## src/rtl/melody_pkg.sv

```systemverilog
// melody_pkg: shared constants for the melody sequencer.
//   - note codes (0 = rest, 1..8 = C4..C5)
//   - tone divisor table indexed by note code
//   - FSM state encoding
//   - song length and index/divisor widths
package melody_pkg;

   localparam int SONG_LEN = 42;
   localparam int IDX_W    = 6;
   // 19 bits: the largest divisor in the table (382225) does not fit in 18.
   localparam int DIV_W    = 19;

   localparam logic [3:0] NOTE_REST = 4'd0;
   localparam logic [3:0] NOTE_C4   = 4'd1;
   localparam logic [3:0] NOTE_D4   = 4'd2;
   localparam logic [3:0] NOTE_E4   = 4'd3;
   localparam logic [3:0] NOTE_F4   = 4'd4;
   localparam logic [3:0] NOTE_G4   = 4'd5;
   localparam logic [3:0] NOTE_A4   = 4'd6;
   localparam logic [3:0] NOTE_B4   = 4'd7;
   localparam logic [3:0] NOTE_C5   = 4'd8;

   localparam logic [1:0] ST_IDLE = 2'd0;
   localparam logic [1:0] ST_PLAY = 2'd1;
   localparam logic [1:0] ST_GAP  = 2'd2;

   // Clock cycles per full tone period for each note code; rest maps to 0.
   function automatic logic [DIV_W-1:0] note_divisor(input logic [3:0] code);
      case (code)
         NOTE_C4: note_divisor = 19'd382225;
         NOTE_D4: note_divisor = 19'd340524;
         NOTE_E4: note_divisor = 19'd303372;
         NOTE_F4: note_divisor = 19'd286345;
         NOTE_G4: note_divisor = 19'd255106;
         NOTE_A4: note_divisor = 19'd227272;
         NOTE_B4: note_divisor = 19'd202475;
         NOTE_C5: note_divisor = 19'd191112;
         default: note_divisor = '0;
      endcase
   endfunction

endpackage

```

## src/rtl/melody_sequencer_tone_gen.sv

```systemverilog
// tone_gen: square-wave generator with a runtime divisor.
//   clk     - system clock
//   rst     - asynchronous active-high reset
//   en      - count enable; while low the counter and output are held at 0
//   divisor - tone period in clk cycles
//   tone    - registered square wave, high while counter < divisor/2
module tone_gen
   import melody_pkg::*;
(
   input  logic             clk,
   input  logic             rst,
   input  logic             en,
   input  logic [DIV_W-1:0] divisor,
   output logic             tone
);

   logic [DIV_W-1:0] r_cnt;
   logic             r_tone;
   logic [DIV_W-1:0] w_half;

   assign w_half = divisor >> 1;

   always_ff @(posedge clk or posedge rst) begin
      if (rst) begin
         r_cnt  <= '0;
         r_tone <= 1'b0;
      end else if (!en) begin
         r_cnt  <= '0;
         r_tone <= 1'b0;
      end else begin
         // Output reflects this cycle's count, so it lags the counter by one.
         r_tone <= (r_cnt < w_half);
         if (r_cnt >= divisor - DIV_W'(1))
            r_cnt <= '0;
         else
            r_cnt <= r_cnt + DIV_W'(1);
      end
   end

   assign tone = r_tone;

endmodule

```

## src/rtl/melody_sequencer.sv

```systemverilog
// melody_sequencer: plays a fixed 42-entry song as a square wave.
//   clk       - system clock
//   rst       - asynchronous active-high reset
//   start     - pulse: begin playback at entry 0 (ignored while busy)
//   stop      - pulse: abort playback (wins over start)
//   loop_en   - sampled at the end of the last entry: wrap instead of finishing
//   tone_out  - square-wave audio
//   note_idx  - current song entry
//   note_code - note code of the current entry (0 in idle)
//   busy      - high while playing a note or its trailing gap
//   done      - one-cycle pulse when a non-looping song finishes
module melody_sequencer
   import melody_pkg::*;
#(
   parameter int BEAT_CYCLES = 50_000_000,
   parameter int GAP_CYCLES  = 5_000_000
)(
   input  logic       clk,
   input  logic       rst,
   input  logic       start,
   input  logic       stop,
   input  logic       loop_en,
   output logic       tone_out,
   output logic [5:0] note_idx,
   output logic [3:0] note_code,
   output logic       busy,
   output logic       done
);

   localparam logic [26:0]      BEAT_LEN = 27'(BEAT_CYCLES);
   localparam logic [26:0]      GAP_LAST = 27'(GAP_CYCLES - 1);
   localparam logic [IDX_W-1:0] LAST_IDX = IDX_W'(SONG_LEN - 1);

   logic [1:0]       r_state, w_state_next;
   logic [IDX_W-1:0] r_idx, w_idx_next;
   logic [26:0]      r_dur, w_dur_next;
   logic [3:0]       r_code;
   logic [1:0]       r_beats;
   logic             r_done, w_done_next;
   logic [3:0]       w_rom_code;
   logic [1:0]       w_rom_beats;
   logic [26:0]      w_play_len;
   logic             w_play_last;
   logic             w_load;
   logic             w_tone_en;
   logic             w_tone;

   // Song ROM (Twinkle verse), addressed by the entry about to be played.
   always_comb begin
      case (w_idx_next)
         6'd0, 6'd1, 6'd13, 6'd28, 6'd29, 6'd41:
            w_rom_code = NOTE_C4;
         6'd11, 6'd12, 6'd20, 6'd27, 6'd39, 6'd40:
            w_rom_code = NOTE_D4;
         6'd9, 6'd10, 6'd18, 6'd19, 6'd25, 6'd26, 6'd37, 6'd38:
            w_rom_code = NOTE_E4;
         6'd7, 6'd8, 6'd16, 6'd17, 6'd23, 6'd24, 6'd35, 6'd36:
            w_rom_code = NOTE_F4;
         6'd2, 6'd3, 6'd6, 6'd14, 6'd15, 6'd21, 6'd22, 6'd30, 6'd31, 6'd34:
            w_rom_code = NOTE_G4;
         6'd4, 6'd5, 6'd32, 6'd33:
            w_rom_code = NOTE_A4;
         default:
            w_rom_code = NOTE_REST;
      endcase
      case (w_idx_next)
         6'd6, 6'd13, 6'd20, 6'd27, 6'd34, 6'd41: w_rom_beats = 2'd2;
         default:                                 w_rom_beats = 2'd1;
      endcase
   end

   assign w_play_len  = {25'd0, r_beats} * BEAT_LEN;
   assign w_play_last = (r_dur == w_play_len - 27'd1);

   always_comb begin
      w_state_next = r_state;
      w_idx_next   = r_idx;
      w_dur_next   = r_dur;
      w_done_next  = 1'b0;
      if (stop) begin
         w_state_next = ST_IDLE;
         w_idx_next   = '0;
         w_dur_next   = '0;
      end else begin
         case (r_state)
            ST_IDLE: begin
               if (start) begin
                  w_state_next = ST_PLAY;
                  w_idx_next   = '0;
                  w_dur_next   = '0;
               end
            end
            ST_PLAY: begin
               if (w_play_last) begin
                  w_state_next = ST_GAP;
                  w_dur_next   = '0;
               end else begin
                  w_dur_next = r_dur + 27'd1;
               end
            end
            ST_GAP: begin
               if (r_dur == GAP_LAST) begin
                  w_dur_next = '0;
                  if (r_idx != LAST_IDX) begin
                     w_state_next = ST_PLAY;
                     w_idx_next   = r_idx + IDX_W'(1);
                  end else if (loop_en) begin
                     w_state_next = ST_PLAY;
                     w_idx_next   = '0;
                  end else begin
                     w_state_next = ST_IDLE;
                     w_idx_next   = '0;
                     w_done_next  = 1'b1;
                  end
               end else begin
                  w_dur_next = r_dur + 27'd1;
               end
            end
            default: begin
               w_state_next = ST_IDLE;
               w_idx_next   = '0;
               w_dur_next   = '0;
            end
         endcase
      end
   end

   // Code and length are latched on PLAY entry so they stay stable through GAP.
   assign w_load = (w_state_next == ST_PLAY) && (r_state != ST_PLAY);

   always_ff @(posedge clk or posedge rst) begin
      if (rst) begin
         r_state <= ST_IDLE;
         r_idx   <= '0;
         r_dur   <= '0;
         r_code  <= NOTE_REST;
         r_beats <= 2'd0;
         r_done  <= 1'b0;
      end else begin
         r_state <= w_state_next;
         r_idx   <= w_idx_next;
         r_dur   <= w_dur_next;
         r_done  <= w_done_next;
         if (w_load) begin
            r_code  <= w_rom_code;
            r_beats <= w_rom_beats;
         end else if (w_state_next == ST_IDLE) begin
            r_code  <= NOTE_REST;
            r_beats <= 2'd0;
         end
      end
   end

   // Enable drops on the last PLAY cycle (and on stop) so the registered tone
   // is already 0 on the first GAP/IDLE cycle; it also clears the counter so
   // every PLAY starts from 0.
   assign w_tone_en = (r_state == ST_PLAY) && (w_state_next == ST_PLAY) &&
                      (r_code != NOTE_REST);

   tone_gen u_tone (
      .clk     (clk),
      .rst     (rst),
      .en      (w_tone_en),
      .divisor (note_divisor(r_code)),
      .tone    (w_tone)
   );

   assign tone_out  = w_tone;
   assign note_idx  = r_idx;
   assign note_code = r_code;
   assign busy      = (r_state == ST_PLAY) || (r_state == ST_GAP);
   assign done      = r_done;

endmodule

```

## config.mk

```make
export PLATFORM = sky130hd
export DESIGN_NAME = melody_sequencer
export DESIGN_NICKNAME = d
export VERILOG_FILES = /design/src/rtl/melody_pkg.sv /design/src/rtl/melody_sequencer_tone_gen.sv /design/src/rtl/melody_sequencer.sv
export SDC_FILE = /design/constraint.sdc
export NUM_CORES = 1
export LEC_CHECK = 0
export ABC_AREA = 1
export ABC_CLOCK_PERIOD_IN_PS = 5000
export BUFFER_PORTS_ARGS = -buffer_cell sky130_fd_sc_hd__buf_2
export CAP_MARGIN = 20
export CORE_MARGIN = 4
export CORE_UTILIZATION = 40
export CTS_CLUSTER_DIAMETER = 60
export DETAILED_ROUTE_END_ITERATION = 12
export PLACE_DENSITY = 0.64
export SKIP_CTS_REPAIR_TIMING = 1
export SLEW_MARGIN = 20
export SYNTH_ARGS = -nofsm -noshare
export SYNTH_HDL_FRONTEND = slang
export SYNTH_SLANG_ARGS = --single-unit
export TNS_END_PERCENT = 1
```

## constraint.sdc

```tcl
create_clock -name clk -period 5 [get_ports clk]
set_input_delay 0.5 -clock clk [delete_from_list [all_inputs] [get_ports clk]]
set_output_delay 0.5 -clock clk [all_outputs]
set_load 0.02 [all_outputs]
```

==> results of run 1 <==
## Yosys cell counts, drive strengths merged, types with 2 or more instances
| library cell | n |
|---|---|
| dfrtp | 61 |
| o22ai | 18 |
| o21ai | 36 |
| nor2 | 112 |
| nand3b | 2 |
| buf | 13 |
| a21oi | 33 |
| nor4 | 4 |
| ha | 60 |
| nand4 | 24 |
| inv | 117 |
| o32ai | 2 |
| and3 | 3 |
| a31oi | 6 |
| clkbuf | 2 |
| xor2 | 31 |
| xnor2 | 6 |
| nand2 | 194 |
| nand3 | 63 |
| or2 | 2 |
| nor3 | 31 |
## placed cells by master (no fill, tap or decap), types with 3 or more instances in the layout
cell type,count
sky130_fd_sc_hd__nand3_2,5
sky130_fd_sc_hd__buf_2,16
sky130_fd_sc_hd__inv_1,101
sky130_fd_sc_hd__a21oi_1,31
sky130_fd_sc_hd__buf_4,3
sky130_fd_sc_hd__inv_2,16
sky130_fd_sc_hd__nor2_1,88
sky130_fd_sc_hd__nor3_2,3
sky130_fd_sc_hd__nand2_1,177
sky130_fd_sc_hd__nor2_4,17
sky130_fd_sc_hd__nor2_2,7
sky130_fd_sc_hd__xnor2_1,6
sky130_fd_sc_hd__dfrtp_1,61
sky130_fd_sc_hd__clkbuf_16,9
sky130_fd_sc_hd__nor4_1,3
sky130_fd_sc_hd__nand4_1,24
sky130_fd_sc_hd__o21ai_0,28
sky130_fd_sc_hd__nand3_1,57
sky130_fd_sc_hd__and3_1,3
sky130_fd_sc_hd__nand2_4,4
sky130_fd_sc_hd__xor2_1,31
sky130_fd_sc_hd__o22ai_1,18
sky130_fd_sc_hd__nor3_1,28
sky130_fd_sc_hd__a31oi_1,6
sky130_fd_sc_hd__nand2_2,13
sky130_fd_sc_hd__o21ai_1,6
sky130_fd_sc_hd__ha_1,60
## cell families (layout without fill, tap and decap cells)
kind of cell,count (synthesis),count (layout),share of synthesized area [%]
and+or+nand+nor,437,437,36.3
buffers and inverters,132,151,9.30
muxes,1,1,0.171
DFF,61,61,26.1
other,1,1,0.0642
xor gates and xnor gates,37,37,5.55
adders and majority gates,60,60,12.9
AOI/OAI and AO/OA,98,98,9.58
## registers in the layout (all words and copies together), names as in the netlist
name	cells
u_tone.tone	1
r_beats	2
note_code	3
r_state	2
u_tone.r_cnt	19
note_idx	6
r_dur	27
done	1
## power groups by stage
| stage | logic (mW) | clock network [mW] | registers [mW] |
|---|---|---|---|
| after floorplan | 0.145 | 0 | 0.519 |
| after global placement | 0.187 | 0 | 0.520 |
| after detailed placement | 0.188 | 0 | 0.521 |
| after CTS | 0.190 | 0.644 | 0.512 |
| after global routing | 0.218 | 0.663 | 0.514 |
| final | 0.188 | 0.634 | 0.512 |
## worst max-delay path, cell delays in order (launching register included)
cell and delay (ns):
sky130_fd_sc_hd__dfrtp_1 0.44, sky130_fd_sc_hd__inv_1 0.15, sky130_fd_sc_hd__ha_1 0.24, sky130_fd_sc_hd__nor2_1 0.23, sky130_fd_sc_hd__a21oi_1 0.07, sky130_fd_sc_hd__inv_1 0.15, sky130_fd_sc_hd__nand2_1 0.06, sky130_fd_sc_hd__nor2_1 0.29
sky130_fd_sc_hd__nand2_1 0.15, sky130_fd_sc_hd__nor2_1 0.18, sky130_fd_sc_hd__nor2_1 0.06, sky130_fd_sc_hd__ha_1 0.30, sky130_fd_sc_hd__a21oi_1 0.16, sky130_fd_sc_hd__nor2_1 0.05, sky130_fd_sc_hd__nor3_1 0.13, sky130_fd_sc_hd__nand2_1 0.07
sky130_fd_sc_hd__a211oi_1 0.20, sky130_fd_sc_hd__nand2_1 0.08, sky130_fd_sc_hd__a31oi_1 0.33, sky130_fd_sc_hd__nand2_4 0.30, sky130_fd_sc_hd__nor3_1 0.22
## per-stage QoR
| stage | area [sq um] | cells |
|---|---|---|
| final | 6360 | 1026 |
| after global routing | 6360 | 1026 |
| after CTS | 6360 | 1026 |
| after detailed placement | 6060 | 1011 |
| after global placement | 6060 | 1011 |
| after floorplan | 5840 | 827 |
## cell type report
cell class / instances / area [sq um] / area share [%]
Clock buffer: 11 / 253 / 3.97
Clock inverter: 4 / 47.5 / 0.747
Inverter: 117 / 439 / 6.90
Multi-Input combinational cell: 634 / 3770 / 59.2
Sequential cell: 61 / 1530 / 24.0
Tap cell: 180 / 225 / 3.54
Timing Repair Buffer: 19 / 103 / 1.61
## final timing paths
check                                start          endpoint  slack (ns)  depth (start not counted)
hold / removal                        stop              done        0.37                          2
setup reg to reg              note_code[1]  u_tone.r_cnt[14]        1.04                         20
max in group asynchronous              rst       note_idx[5]        4.10                          3
min in group asynchronous              rst       u_tone.tone        0.39                          3
setup / recovery              note_code[1]  u_tone.r_cnt[14]        1.04                         20
hold reg to reg            u_tone.r_cnt[0]   u_tone.r_cnt[0]        0.54                          1
## per-layer routing
| metal | up-vias | GRT usage, % | share of wire (%) |
|---|---|---|---|
| li1 | 2739 | - | - |
| met1 | 2419 | 24.0 | 49 |
| met2 | 69 | 28.7 | 46 |
| met3 | 19 | 3.24 | 2.7 |
| met4 | 0 | 5.19 | 1.8 |
| met5 | - | 0 | 0 |
==> key figures, run 1 <==
STA
  – Hold WS: 0.371 ns
  – Slew Viols, Final: 0
  – Final setup violation count: 0
  – Actual slew at the worst max-slew pin: 0.848 ns
  – Relative slew slack: 43.4%
  – Unrepaired setup endpoints after global routing: false
  – Final critical-path share of the clock period: 79.3%
  – Minimum setup slack in the final design: just over 1 ns
  – Number of failing hold endpoints at the final stage: 0
  – Minimum period implied by the final worst setup slack: 3.96 ns
  – Fmax: 0.252 GHz
  – Clock Skew: 0.00656 ns
  – Summed negative setup slack over all endpoints: 0 ns

Placed design
  – Placed wire-length estimate: approximately 11000 microns
  – Routability congestion estimate: ~0.90
  – Setup slack at placement: 1.09 ns
  – Number of port buffers: 16

Synthesis
  – #FFs+latches synth: 61
  – Async set-reset flop share out of synthesis: 100%
  – Number of synthesized flops with an enable pin: 0
  – Post-Synthesis Net Count: 892
  – Fraction of synthesized cell area taken by the top area cell type: 26.1%
  – Cell variety after synth: between 40 and 50
  – Cell count after synthesis: 827
  – Post-synthesis area per instance: 7.06 sq um
  – Synth warn: 0
  – Cell types with the largest area share after synthesis: sky130_fd_sc_hd__dfrtp_1, sky130_fd_sc_hd__ha_1, sky130_fd_sc_hd__nand2_1
  – Post-synthesis cell area: 5840 sq um
  – Primary FF master, synth: sky130_fd_sc_hd__dfrtp_1
  – Part of the Yosys area used for sequential elements: 26.1%
  – Cell type contributing the most total cell area after synthesis: sky130_fd_sc_hd__dfrtp_1

Routing
  – Number of detailed-routing iterations run before antenna repair: 5
  – Starting DRC count in detailed routing: 295
  – Via-to-Cell Ratio: 5.11
  – Residual DRC: 0
  – Final WL: approximately 14000 microns
  – Vias: 5246
  – DRT antenna net count: 0
  – Routed WL per cell: between 10 and 15 microns

Critical path
  – Startpoint type of the worst setup path: register
  – Data required time of the critical path: around 5.3 ns
  – Data arrival time at the worst-slack endpoint: between 4 and 5 ns
  – Category of the most critical setup path: reg -> reg
  – Crit. End Element: register
  – CP max FO: 18

Power
  – Part of the total power dissipated in sequential elements: 38.4%
  – Clock share of power: 47.5%
  – Total power: roughly 1.3 mW
  – Net switching power of the design: 362 uW
  – Share of power burned in combinational logic: between 10 and 15%
  – Maximum resistive drop on vdd: 145 uV
  – Switching share of total power: ~27%
  – Reported leakage power: between 3 and 4 nW
  – Internal Power: 972 uW
  – Pwr dens: 210 nW/um^2

CTS
  – Sink count of the clock tree: 61
  – Clock transition time at the flip-flop clock pins of the worst setup and hold paths: 0.05 ns
  – Library cell used as clock root buffer: sky130_fd_sc_hd__clkbuf_16
  – Maximum number of buffers from clock root to sink: 2
  – H-tree level count: 3
  – Latest clock arrival within the worst-skew pair: between 0.3 and 0.4 ns
  – Total clock buffers created by CTS: 9
  – CTS tree: built

GRT
  – Maximum number of pins on one net before global-route repair: 62
  – Antenna violations before repair: 0
  – Vias in the first global route: 4940
  – Total grt overflow: 0
  – Global-route wire length before repair: approximately 24000 microns
  – Global-route total usage across every layer: between 10% and 20%

Worst hold path
  – Path category of the worst min-delay check: in -> reg

Final layout
  – Final Util: 45.1%
  – Share of cells above drive strength 1: 12.8%
  – Post-synthesis to final-layout area growth: 8.98%
  – Number of fillers in the final layout: 1485
  – Number of nets in the layout: 907
  – Inserted Diodes: 0

Status
  – Status: complete, no violations

Run
  – Reported max-cap violation count: 0

Floorplanning
  – Total Die Area: 16600 sq um
  – Core outline area: 14100 sq um
  – Std-Cell Rows: 43
  – Die X-Extent: 129 microns
  – Number of primary I/O pins: 18
  – Effective utilization at floorplan: 41.4%
  – Height of the die: 129 microns
No activity file was read; power rests on OpenSTA's default activity.
==> inputs of run 2 (changes only) <==
--- a/config.mk
+++ b/config.mk
@@ -5,15 +5,15 @@
 export SDC_FILE = /design/constraint.sdc
 export NUM_CORES = 1
 export LEC_CHECK = 0
-export ABC_AREA = 1
-export ABC_CLOCK_PERIOD_IN_PS = 5000
+export ABC_AREA = 0
+export ABC_CLOCK_PERIOD_IN_PS = 3600
 export BUFFER_PORTS_ARGS = -buffer_cell sky130_fd_sc_hd__buf_2
 export CAP_MARGIN = 20
 export CORE_MARGIN = 4
 export CORE_UTILIZATION = 40
 export CTS_CLUSTER_DIAMETER = 60
 export DETAILED_ROUTE_END_ITERATION = 12
-export PLACE_DENSITY = 0.64
+export PLACE_DENSITY = 0.66
 export SKIP_CTS_REPAIR_TIMING = 1
 export SLEW_MARGIN = 20
 export SYNTH_ARGS = -nofsm -noshare
==> constraint.sdc (replaced) <==
create_clock -name clk -period 3.6 [get_ports clk]
set_input_delay 0.36 -clock clk [delete_from_list [all_inputs] [get_ports clk]]
set_output_delay 0.36 -clock clk [all_outputs]
set_load 0.02 [all_outputs]
==> key figures, run 2 <==
Synthesis
  – Cell types with the largest area share after synthesis: sky130_fd_sc_hd__dfrtp_1, sky130_fd_sc_hd__ha_1, sky130_fd_sc_hd__o21ai_0
  – Primary FF master, synth: sky130_fd_sc_hd__dfrtp_1
  – Post-Synthesis Net Count: a little under 700
  – Cell variety after synth: roughly 80
  – Cell type contributing the most total cell area after synthesis: sky130_fd_sc_hd__dfrtp_1
  – Number of synthesized flops with an enable pin: 0
  – Most common library cells after synthesis: sky130_fd_sc_hd__dfrtp_1, sky130_fd_sc_hd__ha_1, sky130_fd_sc_hd__nand2_1, sky130_fd_sc_hd__nor2_1, sky130_fd_sc_hd__o21ai_0
  – Part of the Yosys area used for sequential elements: 28.2%
  – Cell count after synthesis: 621
  – Async set-reset flop share out of synthesis: 100%
  – Fraction of synthesized cell area taken by the top area cell type: 28.2%
  – Post-synthesis area per instance: 8.70 sq um
  – Post-synthesis cell area: 5410 sq um
  – Top-count cell post-synth: sky130_fd_sc_hd__dfrtp_1
  – #FFs+latches synth: 61
  – Synth warn: 0

Floorplanning
  – Std-Cell Rows: 42
  – Effective utilization at floorplan: 40.8%
  – Core outline area: 13200 sq um
  – Number of primary I/O pins: 18
  – Die X-Extent: approximately 120 microns
  – Total Die Area: between 15000 and 20000 sq um
  – Height of the die: 124 microns

Routing
  – Residual DRC: 0
  – DRT antenna net count: 0
  – Number of detailed-routing iterations run before antenna repair: 7
  – Vias: 4901
  – Starting DRC count in detailed routing: 302
  – Final WL: between 10000 and 15000 microns
  – Routed WL per cell: 16.7 microns
  – Via-to-Cell Ratio: 5.86

Placed design
  – Setup slack at placement: -0.0604 ns
  – Routability congestion estimate: ~0.94
  – Number of placed instances, taps included: 820
  – Placed wire-length estimate: slightly above 10000 microns
  – Number of port buffers: 16
  – Dpl cell area: 5840 sq um

STA
  – Actual slew at the worst max-slew pin: ~0.81 ns
  – Minimum setup slack in the final design: 0.214 ns
  – Final setup violation count: 0
  – Slew Viols, Final: 0
  – Final critical-path share of the clock period: 94.1%
  – Clock Skew: roughly 0.009 ns
  – Minimum period implied by the final worst setup slack: roughly 3.4 ns
  – Number of failing hold endpoints at the final stage: 0
  – Relative slew slack: 45.5%
  – Fmax: 0.295 GHz

Critical path
  – Data arrival time at the worst-slack endpoint: 3.65 ns
  – Worst setup path start: r_dur[25]
  – Data required time of the critical path: 3.86 ns
  – Reg2reg start: r_dur[25]
  – Category of the most critical setup path: reg -> reg
  – Worst R2R End: note_code[0]
  – Startpoint type of the worst setup path: register
  – Reg2Reg Setup Slack: 0.21 ns
  – Crit. End Element: register
  – CP max FO: 8
  – Count of cells along the worst register-to-register path: 12
  – Capture point of the worst path: note_code[0]

CTS
  – Total clock buffers created by CTS: 9
  – Library cell used as clock root buffer: sky130_fd_sc_hd__clkbuf_16
  – Latest clock arrival within the worst-skew pair: 0.33 ns
  – Clock transition time at the flip-flop clock pins of the worst setup and hold paths: 0.05 ns
  – H-tree level count: 3
  – Maximum number of buffers from clock root to sink: 2
  – CTS tree: built
  – Sink count of the clock tree: 61

GRT
  – Global-route wire length before repair: 24000 microns
  – Global-route total usage across every layer: 18.3%
  – Maximum number of pins on one net before global-route repair: 46
  – Vias in the first global route: 4903
  – Total grt overflow: 0
  – Antenna violations before repair: 0

Final layout
  – Post-route insts no fill: 836
  – Number of flip-flops under the largest register name: 27
  – Largest Register: r_dur
  – Most common cell after layout, fill and taps aside: sky130_fd_sc_hd__dfrtp_1
  – Most used cells in the layout excluding fill and tap cells: sky130_fd_sc_hd__dfrtp_1, sky130_fd_sc_hd__ha_1, sky130_fd_sc_hd__nand2_1, sky130_fd_sc_hd__nor2_1, sky130_fd_sc_hd__o21ai_0
  – Post-synthesis to final-layout area growth: 14.9%
  – Share of cells above drive strength 1: 16.1%
  – Number of nets in the layout: 721
  – Area of all placed cells without fillers: 6210 sq um
  – Inserted Diodes: 0

Power
  – Total power: 1.88 mW
  – Pwr dens: 303 nW/um^2
  – Reported leakage power: 2.81 nW
  – Maximum resistive drop on vdd: 271 uV

Run
  – Reported max-cap violation count: 0

Worst hold path
  – Path category of the worst min-delay check: in -> async

Status
  – Status: complete, no violations
## run 2: layer usage
metal | vias to the layer above | routed length, microns | global-route usage (%)
met5 | - | 0 | 0
met4 | 0 | 298 | 5.54
met3 | 28 | 524 | 3.39
met2 | 132 | 6810 | 30.5
met1 | 2365 | 6330 | 24.2
li1 | 2376 | - | -
## run 2: worst max-delay path, stage by stage, from the launching register on
cell and delay (ns):
sky130_fd_sc_hd__dfrtp_2 0.46, sky130_fd_sc_hd__nand4bb_4 0.26, sky130_fd_sc_hd__or4_4 0.58, sky130_fd_sc_hd__or2_4 0.27, sky130_fd_sc_hd__nor3_1 0.17, sky130_fd_sc_hd__a21oi_1 0.06, sky130_fd_sc_hd__o21ai_0 0.21, sky130_fd_sc_hd__nand2_1 0.17
sky130_fd_sc_hd__ha_1 0.35, sky130_fd_sc_hd__nor3b_1 0.22, sky130_fd_sc_hd__a31oi_1 0.07, sky130_fd_sc_hd__o31ai_1 0.30, sky130_fd_sc_hd__a32o_1 0.21
## run 2: cells by family (layout without fill, tap and decap cells)
| group | after synthesis | after routing | synth area share, % |
|---|---|---|---|
| AOI/OAI and AO/OA | 180 | 180 | 24.4 |
| and+or+nand+nor | 221 | 221 | 21.9 |
| xor gates and xnor gates | 36 | 36 | 5.83 |
| buffers and inverters | 56 | 95 | 4.51 |
| DFF | 61 | 61 | 28.2 |
| muxes | 6 | 6 | 1.16 |
| adders and majority gates | 60 | 60 | 13.9 |
| other | 1 | 1 | 0.0694 |
## run 2: metrics by stage
stage	util [%]	hold WS [ns]	TNS (ns)
floorplan	-	0.468	0
global placement	44.1	0.485	0
detailed placement	44.1	0.496	-0.665
CTS	46.5	0.158	-0.834
global route	46.9	0.190	-0.0355
finish	46.9	0.126	0
## run 2: worst min-delay path by stage
stage / start / end / slack [ns] / depth (start not counted)
6_report: rst / r_dur[20] / 0.13 / 2
2_1_floorplan: r_dur[26] / r_dur[26] / 0.47 / 1
5_1_grt: rst / r_dur[11] / 0.19 / 2
3_5_place_dp: r_dur[26] / r_dur[26] / 0.50 / 1
3_3_place_gp: rst / r_dur[20] / 0.49 / 2
4_1_cts: rst / r_dur[11] / 0.16 / 2
## run 2: final cells by class
| type | instances | area [sq um] |
|---|---|---|
| clock inverter | 4 | 72.6 |
| sequential | 61 | 1530 |
| tap | 176 | 220 |
| inverter | 31 | 116 |
| clock buffer | 11 | 243 |
| timing repair buffer | 49 | 340 |
| fill | 1295 | 7030 |
| multi-input combinational | 504 | 3690 |
## run 2: where the power goes
group	internal, mW	switching, mW
registers	0.690	0.00724
logic	0.100	0.150
clock network	0.620	0.315
total	1.41	0.472
